File: config.mk
export PLATFORM = sky130hd
export DESIGN_NAME = otf_convert_r4
export DESIGN_NICKNAME = d
export VERILOG_FILES = /design/src/rtl/online_r4_pkg.sv /design/src/rtl/otf_step_r4.sv /design/src/rtl/otf_convert_r4.sv
export SDC_FILE = /design/constraint.sdc
export NUM_CORES = 1
export LEC_CHECK = 0
export ABC_AREA = 1
export CAP_MARGIN = 15
export CORE_ASPECT_RATIO = 2
export CORE_UTILIZATION = 60
export CTS_CLUSTER_SIZE = 40
export DETAILED_ROUTE_END_ITERATION = 6
export GPL_ROUTABILITY_DRIVEN = 1
export GPL_TIMING_DRIVEN = 1
export PLACE_DENSITY = 0.81
export SLEW_MARGIN = 20
export SYNTH_ARGS = -nofsm -noshare
export SYNTH_HDL_FRONTEND = slang
export SYNTH_SLANG_ARGS = --single-unit
File: constraint.sdc
create_clock -name clk -period 3.2 [get_ports clk]
set_input_delay 0.64 -clock clk [delete_from_list [all_inputs] [get_ports clk]]
set_output_delay 0.64 -clock clk [all_outputs]
set_load 0.005 [all_outputs]
File: src/rtl/online_r4_pkg.sv
// Shared sizing, digit type and FSM encoding for the radix-4 online arithmetic blocks.
package online_r4_pkg;

    localparam int N = 7;
    localparam int C = 3;
    localparam int W = 2 * N + 1;

    typedef logic signed [C-1:0] digit_t;

    typedef enum logic [1:0] {
        IDLE = 2'd0,
        RUN  = 2'd1,
        DONE = 2'd2
    } state_t;

endpackage

File: src/rtl/otf_step_r4.sv
// One on-the-fly conversion step: next Q and QM (= Q-1) after appending one radix-4 digit.
module otf_step_r4 #(
    parameter int W = 15,
    parameter int C = 3
) (
    input  logic [W-1:0] q_i,
    input  logic [W-1:0] qm_i,
    input  logic [C-1:0] d_i,
    output logic [W-1:0] q_o,
    output logic [W-1:0] qm_o
);

    logic [W-1:0] d_ext;
    logic [W-1:0] q4;
    logic [W-1:0] qm4;
    logic         d_neg;
    logic         d_pos;

    assign d_ext = {{(W-C){d_i[C-1]}}, d_i};
    assign q4    = {q_i[W-3:0], 2'b00};
    assign qm4   = {qm_i[W-3:0], 2'b00};
    assign d_neg = d_i[C-1];
    assign d_pos = !d_neg && (|d_i);

    // A negative digit borrows from the lower string QM, so no carry ever ripples.
    always_comb begin
        q_o  = d_neg ? (qm4 + W'(4) + d_ext) : (q4 + d_ext);
        qm_o = d_pos ? (q4 + d_ext - W'(1)) : (qm4 + W'(3) + d_ext);
    end

endmodule

File: src/rtl/otf_convert_r4.sv
// Converts an MSD-first signed radix-4 digit stream into a two's-complement integer.
module otf_convert_r4 #(
    parameter int N = online_r4_pkg::N,
    parameter int C = online_r4_pkg::C
) (
    input  logic         clk,
    input  logic         reset,
    input  logic         en,
    input  logic         start,
    input  logic         di_valid,
    input  logic [C-1:0] di,
    output logic [2*N:0] q,
    output logic         q_valid,
    output logic         busy,
    output logic         err
);

    import online_r4_pkg::*;

    localparam int W  = 2 * N + 1;
    localparam int CW = $clog2(N + 1);

    state_t         state_q;
    state_t         state_d;
    logic [W-1:0]   acc_q;
    logic [W-1:0]   accm_q;
    logic [W-1:0]   acc_d;
    logic [W-1:0]   accm_d;
    logic [CW-1:0]  cnt_q;
    logic [W-1:0]   q_q;
    logic           err_q;
    logic           accept;
    logic           last_digit;
    logic           illegal_digit;

    assign accept        = (state_q == RUN) && di_valid && !start;
    assign last_digit    = (cnt_q == CW'(N - 1));
    assign illegal_digit = (di == {1'b1, {(C-1){1'b0}}});

    otf_step_r4 #(
        .W (W),
        .C (C)
    ) u_step (
        .q_i  (acc_q),
        .qm_i (accm_q),
        .d_i  (di),
        .q_o  (acc_d),
        .qm_o (accm_d)
    );

    always_ff @(posedge clk) begin
        if (reset) begin
            state_q <= IDLE;
        end else if (en) begin
            state_q <= state_d;
        end
    end

    always_comb begin
        state_d = state_q;
        case (state_q)
            IDLE: if (start) state_d = RUN;
            RUN: begin
                if (start) begin
                    state_d = RUN;
                end else if (accept && last_digit) begin
                    state_d = DONE;
                end
            end
            DONE: state_d = start ? RUN : IDLE;
            default: state_d = IDLE;
        endcase
    end

    always_comb begin
        busy    = (state_q == RUN);
        q_valid = (state_q == DONE);
    end

    always_ff @(posedge clk) begin
        if (reset) begin
            acc_q  <= '0;
            accm_q <= '1;
            cnt_q  <= '0;
            q_q    <= '0;
            err_q  <= 1'b0;
        end else if (en) begin
            if (start) begin
                acc_q  <= '0;
                accm_q <= '1;
                cnt_q  <= '0;
                q_q    <= '0;
                err_q  <= 1'b0;
            end else if (accept) begin
                acc_q  <= acc_d;
                accm_q <= accm_d;
                cnt_q  <= cnt_q + CW'(1);
                // -4 is outside the redundant digit set but still converts exactly.
                if (illegal_digit) begin
                    err_q <= 1'b1;
                end
                if (last_digit) begin
                    q_q <= acc_d;
                end
            end
        end
    end

    assign q   = q_q;
    assign err = err_q;

endmodule

# Yosys cells after proc, flatten, opt, wreduce, memory -nomap -nowiden

Cells that the tools add are included.

Flip-flop bits (word level): 47
Bits of input ports: 8
Output and inout bits: 18
Word-level logic and storage cells: 53

Add/subtract/negate cells: 7
Equal/unequal tests: 6
Mux-type cells: 19
Reduce and logical (&&, ||, !) cells: 15

Operators with widths:

| kind                  | count |
|---|---|
| $mux 13               | 5 |
| $mux 15               | 4 |
| $add 15x15->15        | 2 |
| $add 15x3->15 const B | 1 |
| $add 13x13->13        | 1 |
| $add 13x2->13 const B | 1 |
| $sub 13x1->13 const B | 1 |
| $reduce_and 3->1      | 3 |
| $eq 3x3->1 const B    | 2 |
| $mux 2                | 3 |
| $mux 3                | 2 |
| $pmux 2 s3            | 1 |
| $reduce_bool 2->1     | 3 |
| $logic_and 1x1->1     | 4 |
| $mux 1                | 4 |
| $add 3x1->3 const B   | 1 |
| $ne 3x2->1 const B    | 1 |
| $reduce_or 3->1       | 1 |
| $eq 2x1->1 const B    | 1 |
| $eq 2x2->1 const B    | 1 |
| $logic_not 1->1       | 2 |
| $logic_not 2->1       | 1 |
| $ne 2x2->1 const B    | 1 |
| $reduce_and 2->1      | 1 |

# Logic depth before layout (Yosys ltp)

Gate-level depths: netlist of the first run.

Depth after elaboration: 7
Mapped depth: 16

# Modules after synthesis

From an unflattened synthesis of the first run, not the netlist that was laid out.

Cells, all modules: 765
Area, all modules: 4899.7 µm²

By module, submodules not included:

| module         | times used | cells an instance | area an instance (µm²) | sequential area each (µm²) |
|---|---|---|---|---|
| otf_step_r4    | 1          | 471               | 2700.1                 | 0.0 |
| otf_convert_r4 | 1          | 294               | 2199.6                 | 1021.0 |

# Worst setup path before layout of the first run

No wires, ideal clock.

Path kind: in2reg
From: input di[2]
To: register acc_q[11]
Arrival time: 2.676 ns
Path slack: 0.398 ns
Stages: 14
Path buffers: 2
Path through: buf_2 -> inv_1 -> buf_1 -> ha_1 -> inv_1 -> ha_1 -> inv_1 -> fa_1 -> o31ai_2 -> a21oi_1 -> xor2_1 -> nand2_1 -> o211ai_1 -> a21oi_1

Cells in the longest elaborated chain, start to end: 4

Ends and longest elaborated chain:

| item                 | RTL line             | source |
|---|---|---|
| start, declared      | otf_convert_r4.sv:11 | `input logic [C-1:0] di,` |
| $add 15x15->15       | otf_step_r4.sv:27    | `q_o = d_neg ? (qm4 + W'(4) + d_ext) : (q4 + d_ext);` |
| $mux 15 *            | otf_step_r4.sv:27    |  |
| $mux 13 *            | otf_convert_r4.sv:94 | `end else if (accept) begin` |
| $mux 13 *            | otf_convert_r4.sv:88 | `if (start) begin` |
| end signal, assigned | otf_convert_r4.sv:82 | `acc_q <= '0;` |
| end signal, assigned | otf_convert_r4.sv:89 | `acc_q <= '0;` |
| end signal, assigned | otf_convert_r4.sv:95 | `acc_q <= acc_d;` |
| end, declared        | otf_convert_r4.sv:25 | `logic [W-1:0] acc_q;` |

Mark *: on every way between the ends. The rest lies on a longest branch, timed or not. The select of a mux whose other input is x is not followed.
A chain may end at the register's enable or synchronous reset.

# Final worst setup path of the first run

From: input di[2]
To: register acc_q[12]

The elaborated chain is that of the path after synthesis.

==> impl_summary.md, run 1 <==
Die
In this run the core area contains a little over 40 standard-cell rows. The count of boundary I/O pins is 26. The die height is roughly 120 microns. Once the floorplan was initialized, standard cells occupied between 60% and 70% of the core.

After floorplanning, the core was sized to cover 0.006310 sq mm. The width of the die is 59.26 microns. The area of the die is 0.006904 sq mm.

Detailed routing
The DRC violation count after routing is 0. In the routed layout, each cell is associated on average with a via count of 5.832. The detailed-router iteration count before antenna repair is 5. The mean routed wirelength per cell is about 18 microns. The final wirelength is 12390 microns. The routed layout has 4106 vias. For this block, the initial DRC count from the detailed router was 282. Once detail routing completed, the nets flagged for antenna violations numbered 0.

Clock tree
The count of cells resized by post-cts repair is 0. The TritonCTS buffer count is 5. The buffer cell driving the clock tree root is sky130_fd_sc_hd__clkbuf_16. TritonCTS built the clock tree. The level count of the clock H-tree is 2.

The buffer levels on the longest clock path is 2. The CTS clock-pin slew for the worst setup and hold paths is 0.07 ns. Post-CTS timing repair inserted 0 buffers for setup. The count of hold-fix buffers inserted at cts is 0.

The clock network latency to the later pin of the worst-skew pair is 0.30 ns. The tree built by TritonCTS fans out to between 40 and 50 sinks.

Timing
The clock period minus worst slack is 3.029 ns. The number of hold violations in the final report came to 0. On the final layout, the worst clock skew is ~0.0090 ns.

Static timing analysis puts the maximum clock frequency at 330.2 MHz. The number of pins exceeding their max-slew limit in the final report is 0. The worst hold margin is about 0.47 ns. Setup repair after global routing left no endpoint under its margin.

The final-report setup violation count is 0. The final critical path takes up between 90% and 100% of the cycle. At the pin with the least slew margin, the transition time is 0.5326 ns.

The worst pin sits at a relative slew slack of 64.46%.

Setup path
The nature of the critical path endpoint is a register. Data on the critical path arrives at its endpoint at between 3 and 4 ns. For the worst setup path, the data required time is 3.37 ns.

The biggest fanout along the worst timing path is 16. The launching element type of the critical path is an input port. The setup path with the least slack is of type input port to register. The number of cells on the worst reg-to-reg path is 11.

Placed design
The number of cells after detailed placement is 696. Summing all placed instances gives a cell area of 0.004338 sq mm. Detailed placement finished with a half-perimeter wire length of around 10000 microns. Buffers placed on the I/O ports in this run total 25. The routability congestion estimate from global placement is 1.062.

Logic synthesis
Averaged over all synthesized cells, the footprint is 6.724 sq um. The count of mapped cells out of synthesis is 585. Summing the sequential cell areas from Yosys gives 23.92% of the chip area. In this run, distinct cell masters in the synthesized netlist total 40. The net count after synthesis is 642. The number of flip-flops and latches in the synthesized netlist is 47. The netlist area before placement is 0.003934 sq mm. During synthesis, Yosys emitted a total of 0 warnings.

Power
In this run the power density over the cells is 456.7 mW/mm^2. The worst-case IR drop observed on VDD is about 0.25 mV. Summed over all cells, the static leakage comes to 2.162 nW. The total chip power is 2.062 mW.

Final layout
The post-route netlist has 8.252% of its cells at a drive strength greater than 1. 0 antenna diodes ended up in the layout. The final instance area is 0.004516 sq mm. The number of standard cells in the layout, taps in and fillers out is 704. The most frequent standard cell in the layout excluding fill and tap cells is sky130_fd_sc_hd__nand2_1.

The utilization after layout is 71.56%. From synthesis to final layout, the design area changed by 14.79%. The library cells used most frequently in the layout, excluding fill and tap cells, are sky130_fd_sc_hd__nand2_1, sky130_fd_sc_hd__inv_1, sky130_fd_sc_hd__a21oi_1.

At the end of the flow, the number of nets in the layout was 674.

Global routing
The first global-routing pass estimated between 15000 and 20000 microns of wire. The number of global-route vias before repair is between 4k and 5k. The initial antenna violation count came to 0. Global routing used 38.67% of the available tracks. Summed over all layers, the global routing overflow is 0. Entering global routing, the biggest net connects 24 pins.

Outcome
The flow ran to the end, and the final reports show no timing, DRC or antenna violations.

Hold path
The path type of the worst min-delay path is register to register. The worst hold path cell count is 2.

Flow run
The total of max-cap violations is 0.
-- synthesized netlist by cell type --
| master | count | area share (%) |
|---|---|---|
| sky130_fd_sc_hd__o21bai_1 | 4 | 0.76 |
| sky130_fd_sc_hd__buf_6 | 1 | 0.29 |
| sky130_fd_sc_hd__or2_1 | 1 | 0.16 |
| sky130_fd_sc_hd__fa_1 | 10 | 5.1 |
| sky130_fd_sc_hd__o211ai_1 | 5 | 0.95 |
| sky130_fd_sc_hd__nand3_1 | 42 | 5.3 |
| sky130_fd_sc_hd__o22ai_1 | 1 | 0.16 |
| sky130_fd_sc_hd__nand3b_1 | 5 | 0.95 |
| sky130_fd_sc_hd__clkbuf_1 | 4 | 0.38 |
| sky130_fd_sc_hd__a21o_1 | 1 | 0.19 |
| sky130_fd_sc_hd__o21a_1 | 2 | 0.38 |
| sky130_fd_sc_hd__o21ai_2 | 1 | 0.22 |
| sky130_fd_sc_hd__nor2_2 | 3 | 0.48 |
| sky130_fd_sc_hd__o21ai_1 | 4 | 0.51 |
| sky130_fd_sc_hd__nor2_1 | 40 | 3.8 |
| sky130_fd_sc_hd__a21oi_2 | 1 | 0.22 |
| sky130_fd_sc_hd__a221oi_1 | 1 | 0.22 |
| sky130_fd_sc_hd__nor2_4 | 3 | 0.86 |
| sky130_fd_sc_hd__o31ai_2 | 1 | 0.32 |
| sky130_fd_sc_hd__nand2_1 | 149 | 14 |
| sky130_fd_sc_hd__nor3_1 | 4 | 0.51 |
| sky130_fd_sc_hd__o21ai_0 | 38 | 4.8 |
| sky130_fd_sc_hd__a211oi_1 | 5 | 0.95 |
| sky130_fd_sc_hd__inv_1 | 61 | 5.8 |
| sky130_fd_sc_hd__buf_2 | 8 | 1.0 |
| sky130_fd_sc_hd__buf_1 | 2 | 0.19 |
| sky130_fd_sc_hd__nand2_4 | 1 | 0.29 |
| sky130_fd_sc_hd__a21oi_1 | 61 | 7.8 |
| sky130_fd_sc_hd__o221ai_1 | 1 | 0.22 |
| sky130_fd_sc_hd__xor2_1 | 9 | 2.0 |
| sky130_fd_sc_hd__a31oi_1 | 1 | 0.16 |
| sky130_fd_sc_hd__nand4_1 | 8 | 1.3 |
| sky130_fd_sc_hd__nand2_2 | 5 | 0.80 |
| sky130_fd_sc_hd__buf_4 | 1 | 0.19 |
| sky130_fd_sc_hd__clkinv_1 | 1 | 0.095 |
| sky130_fd_sc_hd__inv_2 | 9 | 0.86 |
| sky130_fd_sc_hd__ha_1 | 39 | 12 |
| sky130_fd_sc_hd__xnor2_1 | 3 | 0.67 |
| sky130_fd_sc_hd__dfxtp_1 | 47 | 24 |
| sky130_fd_sc_hd__nand3_2 | 2 | 0.51 |
-- stage by stage --
| step | setup TNS (ns) | worst slack [ns] |
|---|---|---|
| 5_1_grt | 0 | 0.06691 |
| 3_3_place_gp | -0.002735 | -0.002061 |
| 4_1_cts | 0 | 0.2817 |
| 2_1_floorplan | 0 | 0.3985 |
| 3_5_place_dp | -0.02440 | -0.01668 |
| 6_report | 0 | 0.1712 |
-- metal layers --
layer  GRT usage [%]  vias up  share of wire, %
met1           34.42     1877                33
met2           69.59      154                53
met3           7.863       78               5.0
met5               0        -                 0
met4           34.76        0               9.4
li1                -     1997                 -
-- critical path: stages --
cell and delay [ns]:
sky130_fd_sc_hd__buf_2 0.17, sky130_fd_sc_hd__buf_12 0.18, sky130_fd_sc_hd__ha_1 0.24, sky130_fd_sc_hd__fa_1 0.62, sky130_fd_sc_hd__nand2_1 0.13, sky130_fd_sc_hd__nor3_1 0.27
sky130_fd_sc_hd__nand2_1 0.10, sky130_fd_sc_hd__nand3b_1 0.15, sky130_fd_sc_hd__nand3_1 0.11, sky130_fd_sc_hd__nand3_1 0.09, sky130_fd_sc_hd__nand3_1 0.18, sky130_fd_sc_hd__o211ai_1 0.20
sky130_fd_sc_hd__a21oi_1 0.11
-- where the power goes --
part           total (mW)  internal (mW)  switching (mW)  leakage, nW
Clock               0.639          0.393           0.245       0.0875
Sequential          0.654          0.621          0.0325        0.386
Combinational       0.770          0.279           0.491         1.69
-- registers in the layout, indices dropped and copies added (netlist names) --
register / cells
cnt_q: 3
accm_q: 13
state_q: 2
q: 15
err: 1
acc_q: 13
-- cell families (layout without fill, tap and decap cells) --
logic type / Yosys count / after routing / synth area share [%]
xor+xnor: 12 / 12 / 2.672
fa+ha+maj: 49 / 49 / 17.49
compound gates: 127 / 127 / 17.88
buf+inv: 87 / 120 / 8.842
flops: 47 / 47 / 23.92
simple gates: 263 / 263 / 29.20
-- final cells by class --
cell class | count | area (sq um)
Multi-Input combinational cell | 451 | 2645
Sequential cell | 47 | 940.9
Clock inverter | 2 | 38.79
Tap cell | 86 | 107.6
Inverter | 71 | 266.5
Timing Repair Buffer | 41 | 377.9
Fill cell | 572 | 1794
Clock buffer | 6 | 138.9
-- final timing paths --
path,start,slack [ns],end
worst max-delay path,di[2],0.17,acc_q[12]$_SDFFE_PP0P_
worst max register to register,accm_q[6]$_SDFFE_PP1P_,0.49,acc_q[12]$_SDFFE_PP0P_
worst min-delay path,q[0]$_SDFFE_PP0P_,0.47,q[0]$_SDFFE_PP0P_
worst min register to register,q[0]$_SDFFE_PP0P_,0.47,q[0]$_SDFFE_PP0P_
No activity file was read; power rests on OpenSTA's default activity.
==> run 2, diff against run 1 <==
--- a/config.mk
+++ b/config.mk
@@ -8,13 +8,14 @@
 export ABC_AREA = 1
 export CAP_MARGIN = 15
 export CORE_ASPECT_RATIO = 2
-export CORE_UTILIZATION = 60
+export CORE_UTILIZATION = 62
 export CTS_CLUSTER_SIZE = 40
 export DETAILED_ROUTE_END_ITERATION = 6
 export GPL_ROUTABILITY_DRIVEN = 1
 export GPL_TIMING_DRIVEN = 1
-export PLACE_DENSITY = 0.81
+export PLACE_DENSITY = 0.82
 export SLEW_MARGIN = 20
 export SYNTH_ARGS = -nofsm -noshare
 export SYNTH_HDL_FRONTEND = slang
+export SYNTH_HIERARCHICAL = 1
 export SYNTH_SLANG_ARGS = --single-unit
==> run 2 against run 1 <==
Non-clock buffer count grew 8. Clock skew is essentially flat. Register-to-register slack is essentially flat. Sequential power is essentially flat. First-iteration DRC count grew 34%. Fmax grew 5.8%. Combinational power grew 8.8%. Design area grew 12%. Die area grew 11%. Sequential share of layout area shrank 2.3 points. Critical path depth grew 4.
==> impl_summary.md, run 2 <==
Die
The width of the die is 62.34 microns. Once the floorplan was initialized, standard cells occupied 64.54% of the core. Measured along the y axis, the die boundary spans 122.7 microns. The core area is between 0.006 and 0.007 sq mm. The die covers 0.007647 sq mm. The count of boundary I/O pins is 26. After floorplanning, the core was divided into 43 placement rows.

Clock tree
TritonCTS built the clock tree. For this design, the CTS-stage hold fixing added 0 buffers. The root buffer cell chosen for the clock tree is sky130_fd_sc_hd__clkbuf_16. The CTS clock-pin slew for the worst setup and hold paths is 0.07 ns. In this run the post-CTS setup repair buffer count came out at 0. The number of sinks handled by clock tree synthesis is 47.

The level count of the clock H-tree is 2. The number of clock buffers added by TritonCTS is 5. Post-CTS repair changed the size of 0 cells. The clock passes through at most 2 buffers. For the worst-skew pair, the clock arrives at the later sink with an insertion delay of 0.30 ns.

Setup path
The cell with the biggest individual delay on the critical path is sky130_fd_sc_hd__ha_1. The total buffers and inverters traversed by the critical path is 6. The classification of the worst setup path is input port to register. STA classifies the critical path endpoint as a register.

The biggest cell delay along the critical path is around 0.33 ns. STA classifies the critical path startpoint as an input port. The signal arrival time at the worst endpoint is 3.10 ns. The signal on the critical path passes through buf_2 > buf_4 > buf_4 > ha_1 > nand2_1 > nand2_1 > inv_1 > nand2_1 > nand2_1 > nand4_1 > nand2_1 > inv_1 > o22ai_1 > inv_1 > nor2_1 > nand3_1 > a21oi_1.

Counting stages on the worst path, the most repeated cell is sky130_fd_sc_hd__nand2_1. The top cell family by delay on the critical path is buffers and inverters. The endpoint required time on the critical path is 3.43 ns. The biggest fanout along the worst timing path is 19.

Final layout
The final layout contains roughly 790 nets. The register with the most flip-flops in the layout has 15 of them. The final-layout fill cell count is 586. Leaving out fill and tap cells, the most frequent cell in the layout is sky130_fd_sc_hd__nand2_1.

The repair_antennas step left the layout with diodes totalling 0. The utilization after layout is 72.59%. The library cells used most frequently in the layout, excluding fill and tap cells, are sky130_fd_sc_hd__nand2_1, sky130_fd_sc_hd__inv_1, sky130_fd_sc_hd__nand3_1. The layout overhead on the synthesized area is 12.47%.

In the final layout, the share of cells above drive strength 1 is 12.28%.

Detailed routing
The count of nets left with antenna violations once routing finished came out at 0. The detailed-router iteration count before antenna repair is 5. In the final routed layout, each cell accounts on average for 15.46 microns. The final route contains 4680 vias. The first-iteration detailed-routing DRC count is around 380. Wires add up to about 13000 microns. The DRC violation count after routing is 0. After detailed routing, the number of vias per cell comes to 5.687.

Global routing
The number of global-route vias before repair is 4757. The initial antenna violation count was 0. Summed over all layers, the global routing overflow is 0. The first global-routing pass estimated 20840 microns of wire.

In the global route stage, overall resource usage came out at 34.81%. The maximum number of pins on one net before global-route repair is 39. The met2 usage is 67.58%. Global routing used 31.73% of the available met1 tracks. Global routing used 3.996% of the available met3 tracks. The layer with the highest usage is met2.

Power
The switching component of the power is 799.8 uW. In this run the static leakage power is 2.553 nW. For this design the ratio of total power to cell area is 416.2 mW/mm^2. Per report_power, the clock group accounts for approximately 30% of the total. The worst-case IR drop observed on VDD is 0.3794 mV.

The total internal power is 1.314 mW. Total power for the finished layout comes to 2.113 mW. The share of total power dissipated in combinational logic is 39.6%. Registers are responsible for a little under a third of the overall power. Net switching is between 30 and 40% of the power.

Outcome
The flow ran to the end, and the final reports show no timing, DRC or antenna violations.

Timing
The number of hold violations in the final report was 0. Setup repair after global routing left no endpoint under its margin. Based on the critical path, the design can be clocked at up to 349.2 MHz.

The final-report setup violation count is 0. Measured against its own limit, the worst slew margin works out to 54.41%. After layout, the worst path uses around 89% of the clock period. Clock skew on the completed layout was measured at between 0.008 and 0.009 ns. The worst path needs 2.864 ns of the cycle, external delays included. The slew at the pin closest to its max-slew limit is 0.6831 ns. The number of pins exceeding their max-slew limit in the final report was 0.

The setup total negative slack is 0 ns.

Placed design
In this run the tool buffered the top-level ports with 25 buffer cells. After legalization and detailed placement, the total HPWL measured 9949 microns. The routability congestion estimate from global placement is around 1.

Logic synthesis
The synthesized area per cell is 6.449 sq um. The number of warnings reported in the yosys synthesis log is 6. The cell count after synthesis came out at 700. The net count after synthesis is 759. In this run the cell area of the synthesized design comes to 0.004514 sq mm.

Hold path
The path class of the tightest hold or removal check is register to register.

Flow run
The total of max-cap violations is 0.
-- run 2: layer usage --
metal	vias up	part of all wire, %
li1	2306	-
met1	2151	36
met2	156	53
met3	67	3.5
met4	0	8.0
met5	-	0
-- run 2: path summary, 6_finish.rpt --
check | endpoint | startpoint | depth (start not counted) | slack [ns]
setup / recovery | q[11]$_SDFFE_PP0P_ | di[2] | 17 | 0.34
hold / removal | err$_SDFFE_PP0P_ | err$_SDFFE_PP0P_ | 2 | 0.46
setup reg to reg | q[14]$_SDFFE_PP0P_ | accm_q[4]$_SDFFE_PP1P_ | 13 | 0.50
hold reg to reg | err$_SDFFE_PP0P_ | err$_SDFFE_PP0P_ | 2 | 0.46
-- run 2: power by group through the flow --
stage / logic, mW / registers (mW) / clock network (mW)
final: 0.838 / 0.652 / 0.624
after global routing: 0.936 / 0.656 / 0.648
after CTS: 0.822 / 0.652 / 0.622
after detailed placement: 0.816 / 0.665 / 0
after global placement: 0.798 / 0.663 / 0
after floorplan: 0.592 / 0.657 / 0
-- run 2: metrics by stage --
stage          cell area [sq um]  cells  setup WS [ns]  hold slack, ns
5_1_grt                     5077    823         0.1286          0.4939
4_1_cts                     5077    823         0.3638          0.4667
3_5_place_dp                4906    815        0.06320          0.4564
3_3_place_gp                4906    815        0.08718          0.4463
6_report                    5077    823         0.3364          0.4633
2_1_floorplan               4514    700         0.3876          0.4480
-- run 2: final cells by class --
type                    count  area, sq um  area share, %
inverters                  87        326.6          6.432
flip-flops and latches     47        940.9          18.53
multi-input cells         542         3100          61.06
repair buffers             49        425.4          8.379
clock inverters             3        46.29         0.9118
well taps                  90        112.6          2.218
clock buffers               5        125.1          2.464
-- run 2: worst min-delay path: stages (launching register included) --
cell                       delay, ns
sky130_fd_sc_hd__dfxtp_1        0.31
sky130_fd_sc_hd__inv_1          0.04
sky130_fd_sc_hd__a21boi_0       0.07
